$ cat src/rtl/tdc_ram_readout_if.sv
// Bundles the RAM read port and the host byte stream used by tdc_ram_readout.
// The master side is the readout engine; the slave side is the RAM plus host link.
interface tdc_ram_readout_if #(
    parameter int ADDR_WIDTH = 10
);
    logic                  ram_rd_en;
    logic [ADDR_WIDTH-1:0] ram_addr;
    logic [15:0]           ram_data;
    logic [7:0]            tx_data;
    logic                  tx_valid;
    logic                  tx_ready;

    modport master (
        output ram_rd_en, ram_addr, tx_data, tx_valid,
        input  ram_data, tx_ready
    );

    modport slave (
        input  ram_rd_en, ram_addr, tx_data, tx_valid,
        output ram_data, tx_ready
    );
endinterface

$ cat src/rtl/tdc_ram_readout.sv
// Walks the TDC records in base-board RAM (two 16-bit words each), checks the
// padding field and streams each record to the host as a 5-byte frame plus trailer.
module tdc_ram_readout #(
    parameter int ADDR_WIDTH = 10,
    parameter int N_TDC      = 4
) (
    input  logic                  clk,
    input  logic                  reset_n,
    input  logic                  start_readout,
    input  logic [ADDR_WIDTH-1:0] base_addr,
    output logic                  busy,
    output logic                  done,
    output logic                  format_error,
    tdc_ram_readout_if.master     bus
);

    typedef enum logic [2:0] {
        IDLE,
        RD_W0,
        RD_W1,
        CAPTURE,
        SEND,
        TRAILER,
        DONE
    } state_t;

    localparam logic [2:0] LAST_IDX = 3'(N_TDC - 1);

    state_t                state_q, state_d;
    logic [2:0]            idx_q, idx_d;
    logic [2:0]            bcnt_q, bcnt_d;
    logic [ADDR_WIDTH-1:0] addr_q, addr_d;
    logic [6:0]            dout_q, dout_d;
    logic [4:0]            saff_hi_q, saff_hi_d;
    logic [15:0]           saff_lo_q, saff_lo_d;
    logic                  fmt_err_q, fmt_err_d;

    logic                  rd_en_c;
    logic                  tx_valid_c;
    logic [7:0]            tx_data_c;

    always_ff @(posedge clk or negedge reset_n) begin
        if (!reset_n) begin
            state_q   <= IDLE;
            idx_q     <= '0;
            bcnt_q    <= '0;
            addr_q    <= '0;
            dout_q    <= '0;
            saff_hi_q <= '0;
            saff_lo_q <= '0;
            fmt_err_q <= 1'b0;
        end else begin
            state_q   <= state_d;
            idx_q     <= idx_d;
            bcnt_q    <= bcnt_d;
            addr_q    <= addr_d;
            dout_q    <= dout_d;
            saff_hi_q <= saff_hi_d;
            saff_lo_q <= saff_lo_d;
            fmt_err_q <= fmt_err_d;
        end
    end

    // Records are contiguous, so the address always just steps by one word;
    // word1 + 1 of one record is word0 of the next.
    always_comb begin
        state_d    = state_q;
        idx_d      = idx_q;
        bcnt_d     = bcnt_q;
        addr_d     = addr_q;
        dout_d     = dout_q;
        saff_hi_d  = saff_hi_q;
        saff_lo_d  = saff_lo_q;
        fmt_err_d  = fmt_err_q;
        rd_en_c    = 1'b0;
        tx_valid_c = 1'b0;
        tx_data_c  = 8'h00;

        case (state_q)
            IDLE: begin
                if (start_readout) begin
                    state_d   = RD_W0;
                    addr_d    = base_addr;
                    idx_d     = '0;
                    bcnt_d    = '0;
                    fmt_err_d = 1'b0;
                end
            end
            RD_W0: begin
                rd_en_c = 1'b1;
                addr_d  = addr_q + 1'b1;
                state_d = RD_W1;
            end
            RD_W1: begin
                rd_en_c   = 1'b1;
                dout_d    = bus.ram_data[15:9];
                saff_hi_d = bus.ram_data[4:0];
                if (bus.ram_data[8:5] != 4'b0000) begin
                    fmt_err_d = 1'b1;
                end
                state_d = CAPTURE;
            end
            CAPTURE: begin
                saff_lo_d = bus.ram_data;
                bcnt_d    = '0;
                state_d   = SEND;
            end
            SEND: begin
                tx_valid_c = 1'b1;
                case (bcnt_q)
                    3'd0:    tx_data_c = {5'b10100, idx_q};
                    3'd1:    tx_data_c = {1'b0, dout_q};
                    3'd2:    tx_data_c = {3'b000, saff_hi_q};
                    3'd3:    tx_data_c = saff_lo_q[15:8];
                    default: tx_data_c = saff_lo_q[7:0];
                endcase
                if (bus.tx_ready) begin
                    if (bcnt_q == 3'd4) begin
                        bcnt_d = '0;
                        if (idx_q == LAST_IDX) begin
                            state_d = TRAILER;
                        end else begin
                            idx_d   = idx_q + 1'b1;
                            addr_d  = addr_q + 1'b1;
                            state_d = RD_W0;
                        end
                    end else begin
                        bcnt_d = bcnt_q + 1'b1;
                    end
                end
            end
            TRAILER: begin
                tx_valid_c = 1'b1;
                tx_data_c  = 8'h55;
                if (bus.tx_ready) begin
                    state_d = DONE;
                end
            end
            DONE: begin
                state_d = IDLE;
            end
            default: begin
                state_d = IDLE;
            end
        endcase
    end

    assign bus.ram_rd_en = rd_en_c;
    assign bus.ram_addr  = addr_q;
    assign bus.tx_valid  = tx_valid_c;
    assign bus.tx_data   = tx_data_c;
    assign busy          = (state_q != IDLE);
    assign done          = (state_q == DONE);
    assign format_error  = fmt_err_q;

endmodule

$ cat src/flat_wrapper.sv
// flat-port wrapper written by rule: the top's interface ports become plain ports
module tdc_ram_readout_flat 
#(
    parameter int ADDR_WIDTH = 10,
    parameter int N_TDC      = 4
)
  (clk, reset_n, start_readout, base_addr, busy, done, format_error, bus_ram_rd_en, bus_ram_addr, bus_tx_data, bus_tx_valid, bus_ram_data, bus_tx_ready);
  tdc_ram_readout_if #(.ADDR_WIDTH(ADDR_WIDTH)) bus_i ();
  input  logic clk;
  input  logic reset_n;
  input  logic start_readout;
  input  logic [ADDR_WIDTH-1:0] base_addr;
  output logic busy;
  output logic done;
  output logic format_error;
  output wire logic [$bits(bus_i.ram_rd_en)-1:0] bus_ram_rd_en;
  output wire logic [$bits(bus_i.ram_addr)-1:0] bus_ram_addr;
  output wire logic [$bits(bus_i.tx_data)-1:0] bus_tx_data;
  output wire logic [$bits(bus_i.tx_valid)-1:0] bus_tx_valid;
  input wire logic [$bits(bus_i.ram_data)-1:0] bus_ram_data;
  input wire logic [$bits(bus_i.tx_ready)-1:0] bus_tx_ready;
  assign bus_ram_rd_en = bus_i.ram_rd_en;
  assign bus_ram_addr = bus_i.ram_addr;
  assign bus_tx_data = bus_i.tx_data;
  assign bus_tx_valid = bus_i.tx_valid;
  assign bus_i.ram_data = bus_ram_data;
  assign bus_i.tx_ready = bus_tx_ready;
  tdc_ram_readout #(.ADDR_WIDTH(ADDR_WIDTH), .N_TDC(N_TDC)) u_core (.clk(clk), .reset_n(reset_n), .start_readout(start_readout), .base_addr(base_addr), .busy(busy), .done(done), .format_error(format_error), .bus(bus_i));
endmodule
$ cat config.mk
export PLATFORM = sky130hd
export DESIGN_NAME = tdc_ram_readout_flat
export DESIGN_NICKNAME = d
export VERILOG_FILES = /design/src/rtl/tdc_ram_readout_if.sv /design/src/rtl/tdc_ram_readout.sv /design/src/flat_wrapper.sv
export SDC_FILE = /design/constraint.sdc
export NUM_CORES = 1
export LEC_CHECK = 0
export CELL_PAD_IN_SITES_DETAIL_PLACEMENT = 1
export CELL_PAD_IN_SITES_GLOBAL_PLACEMENT = 1
export CORE_ASPECT_RATIO = 1.2
export CORE_UTILIZATION = 42
export CTS_BUF_LIST = sky130_fd_sc_hd__clkbuf_8
export CTS_CLUSTER_SIZE = 30
export DETAILED_ROUTE_END_ITERATION = 12
export GPL_TIMING_DRIVEN = 1
export PLACE_DENSITY = 0.82
export SYNTH_ARGS = -nofsm -noshare
export SYNTH_HDL_FRONTEND = slang
export SYNTH_SLANG_ARGS = --single-unit
$ cat constraint.sdc
create_clock -name clk -period 2.4 [get_ports clk]
set_clock_uncertainty 0.05 [all_clocks]
set_input_delay 0.48 -clock clk [delete_from_list [all_inputs] [get_ports clk]]
set_output_delay 0.48 -clock clk [all_outputs]
set_load 0.005 [all_outputs]
==> flow_summary.yaml <==
outcome:
  status: "finished with violations"
  violations: "setup timing"
layout:
  nNetsFinal: 371
  post-route-util: 0.611
  layout-area-overhead-vs-synth_pct: 37.9
  fill_cells: 680
  diodes: 0
  drive_gt1_frac: 0.305
worst_setup_path:
  worstSetupPathType: "reg -> out"
  crit_chain: "inv_2 > ha_4 > or3_4 > a21oi_4 > buf_6 > buf_6 > a311oi_2 > a211oi_1 > buf_2"
  cp_slowest_cell: "dfrtp_1"
  cp_slowest_stage_delay_ps: 430
  path_max_fanout: 3
  critPathCaptureType: "primary output"
  cp.required_ps: 1870
  start_kind: "flip-flop"
  path_common_cell: "buf_6"
  arrival_ps: 2230
floorplan:
  core_area_sq_um: 6130
  rows: 31
  initial_core_util: 0.443
  die_h_um: 90.1
  ios: 53
  die_x_um: 75.4
  die_area_sq_um: 6790
power_and_ir_drop:
  ir_worst_vdd_v: 0.000678
  power-per-cell-area_nw_per_um2: 1320
  power_frac_clock: 0.125
  pwr-share-comb: 0.551
  pwr-share-seq: 0.324
  p_total_mw: 4.94
  internal_power_mw: 2.91
  p_sw_mw: 2.03
  switching_share: 0.411
  p_leak_nw: 1.59
sta:
  setup_viol: 8
  period_needed_ps: 2760
  rsz0062_at_grt: "true"
  slew_headroom: 0.387
  finalHoldViolCount: 0
  slew_viol_final: 0
  setup_ws_ps: -365
  finalCritPeriodShare: 1.15
  worstMarginPinSlew_ps: 916
  clock.fmax_ghz: 0.362
grt:
  overflow: 0
  grt_max_degree: 30
  grt_pass1_vias: 2580
  antenna_found_initial: 0
  track_usage: 0.262
  grt_pass1_wl_um: 13200
synthesis:
  synth-main-ff-cell: "dfrtp_1"
  ys_ff_latch: 48
  synth_nets: 292
  yosysSeqAreaShare: 0.442
  synth_edf_count: 0
  ys_warn_count: 0
  synth_top_area_cell: "dfrtp_1"
  synth_top_area_share: 0.442
  syn_inst: 254
  synth_area_leaders: "dfrtp_1, mux2_2, ha_1"
  synthDistinctLibCells: 55
  synth_area_per_cell_sq_um: 10.7
  netlist_area_sq_um: 2720
  async_flop_share: 1.00
drt:
  wl_met3_um: 347
  routed_via_density: 5.88
  drt-initial-drc-count: 115
  wl_per_cell_um: 21.4
  dr.pass1.iters: 4
  wl_met2_um: 4810
  vias: 2448
  drcViolationCount: 0
  routed_wl_um: 8920
  ant_nets: 0
  wl_met1_um: 3470
  top_layer_used: "met4"
clock_network:
  htreeDepth: 2
  path_clk_slew_ps: 90
  numCtsBuffers: 5
  clockBufferDepth: 2
  ctsHoldBuffers: 0
  clock_sinks: 48
  root_buffer: "clkbuf_8"
  cts_tree: "built"
  clock_latency_ps: 310
hold_path:
  hold_path.class: "in -> async"
job:
  cap_violations: 0
place:
  place.gp.congestion: 0.871
  hpwl_um: 5600
  portBuffers: 52
final cells by class:
| type | count | area [sq um] | area share |
|---|---|---|---|
| multi-input cells | 178 | 1500 | 0.400 |
| flip-flops and latches | 48 | 1200 | 0.321 |
| repair buffers | 86 | 772 | 0.206 |
| well taps | 82 | 103 | 0.0274 |
| clock buffers | 5 | 68.8 | 0.0184 |
| inverters | 14 | 52.6 | 0.0140 |
| clock inverters | 3 | 47.5 | 0.0127 |
placed cells by master, fill, tap and decap left out, types with 3 or more instances in the layout:
master / synthesis / layout
dfrtp_1: 48 / 46
clkdlybuf4s50_1: 0 / 43
buf_4: 1 / 23
mux2_2: 22 / 22
nor2_1: 19 / 19
nand2_1: 15 / 13
inv_1: 14 / 12
buf_6: 1 / 11
mux2i_1: 9 / 9
buf_2: 6 / 9
mux2_1: 8 / 8
a21oi_1: 9 / 7
a2bb2oi_1: 6 / 6
or3_1: 5 / 5
a221oi_2: 0 / 5
a222oi_1: 5 / 5
a211oi_1: 5 / 5
nor3_1: 5 / 5
nand3_1: 5 / 5
nor4_1: 5 / 5
clkbuf_8: 0 / 5
nand2b_1: 4 / 4
o22ai_1: 4 / 4
ha_4: 0 / 4
or3b_1: 3 / 3
a21oi_2: 1 / 3
o21ai_1: 3 / 3
ha_1: 8 / 3
power groups by stage:
stage	logic, mW	registers [mW]	clock network (mW)
floorplan	1.63	1.43	0
global placement	2.38	1.54	0
detailed placement	2.45	1.56	0
CTS	2.51	1.56	0.622
global route	2.93	1.64	0.650
finish	2.72	1.60	0.616
synthesized netlist by cell type, types with 2 or more instances:
cell and number:
o22ai_1 4, nand3_1 5, dfrtp_1 48, a311oi_1 2, o21ai_1 3, nor3_1 5
buf_2 6, a222oi_1 5, nor2_1 19, mux2_1 8, nand2b_1 4, clkbuf_1 5
a221oi_1 5, mux2_2 22, a22o_1 2, inv_1 14, and3_1 2, a211oi_1 5
ha_1 8, or3b_1 3, a21oi_1 9, or3_1 5, nand2_1 15, a2bb2oi_1 6
nor4_1 5, mux2i_1 9, o31ai_1 2
per-stage QoR:
step | hold WS (ps) | setup TNS [ps] | worst slack [ps] | cells | area, sq um
2_1_floorplan | 134 | 0 | 83.7 | 254 | 2720
3_3_place_gp | 420 | -1360 | -238 | 397 | 3430
3_5_place_dp | 433 | -1870 | -298 | 397 | 3430
4_1_cts | 152 | -1500 | -244 | 408 | 3600
5_1_grt | 177 | -2910 | -408 | 416 | 3740
6_report | 134 | -2400 | -365 | 416 | 3740
critical path: cells and delay by family, from the launching register on:
family | cells | cell delay (ps)
AOI/OAI and AO/OA | 3 | 440
buffers and inverters | 4 | 480
and+or+nand+nor | 1 | 380
adders and majority gates | 1 | 180
DFF | 1 | 430
flip-flops by register name, summed over array words and instances (netlist names):
signal,cells
u_core.bcnt_q,3
u_core.bus.ram_addr,10
u_core.dout_q,7
u_core.format_error,1
u_core.idx_q,3
u_core.saff_hi_q,5
u_core.saff_lo_q,16
u_core.state_q,3
path summary, 6_finish.rpt:
check	from	to	slack [ps]	depth (start not counted)
max	u_core.bcnt_q[1]$_DFFE_PN0P_	bus_tx_data[6]	-360	9
min	reset_n	u_core.bus.ram_addr[8]$_DFFE_PN0P_	130	1
max reg2reg	u_core.bcnt_q[1]$_DFFE_PN0P_	u_core.bus.ram_addr[0]$_DFFE_PN0P_	250	7
min reg2reg	u_core.saff_hi_q[3]$_DFFE_PN0P_	u_core.saff_hi_q[3]$_DFFE_PN0P_	460	1
max in group asynchronous	reset_n	u_core.saff_lo_q[14]$_DFFE_PN0N_	1540	2
min in group clk	u_core.saff_hi_q[3]$_DFFE_PN0P_	u_core.saff_hi_q[3]$_DFFE_PN0P_	460	1
kinds of logic after synthesis:
| group | synth area share |
|---|---|
| buffers and inverters | 0.0456 |
| AND/OR/NAND/NOR | 0.144 |
| multiplexers | 0.158 |
| XOR/XNOR | 0.00922 |
| flip-flops | 0.442 |
| adder cells (fa/ha/maj) | 0.0369 |
| AO/OA/AOI/OAI | 0.165 |
routing by layer:
metal	vias to the layer above	track usage
met2	70	0.459
met3	27	0.0482
li1	1098	-
met4	0	0.106
met1	1253	0.303
met5	-	0
timing repair:
| action | 4_1_cts | 5_1_grt |
|---|---|---|
| endpoints found under the setup margin | 8 | 8 |
| pin swaps | 8 | 13 |
| gates resized for setup | 44 | 24 |
| buffers inserted | 3 | 9 |
No activity file was read; power rests on OpenSTA's default activity.
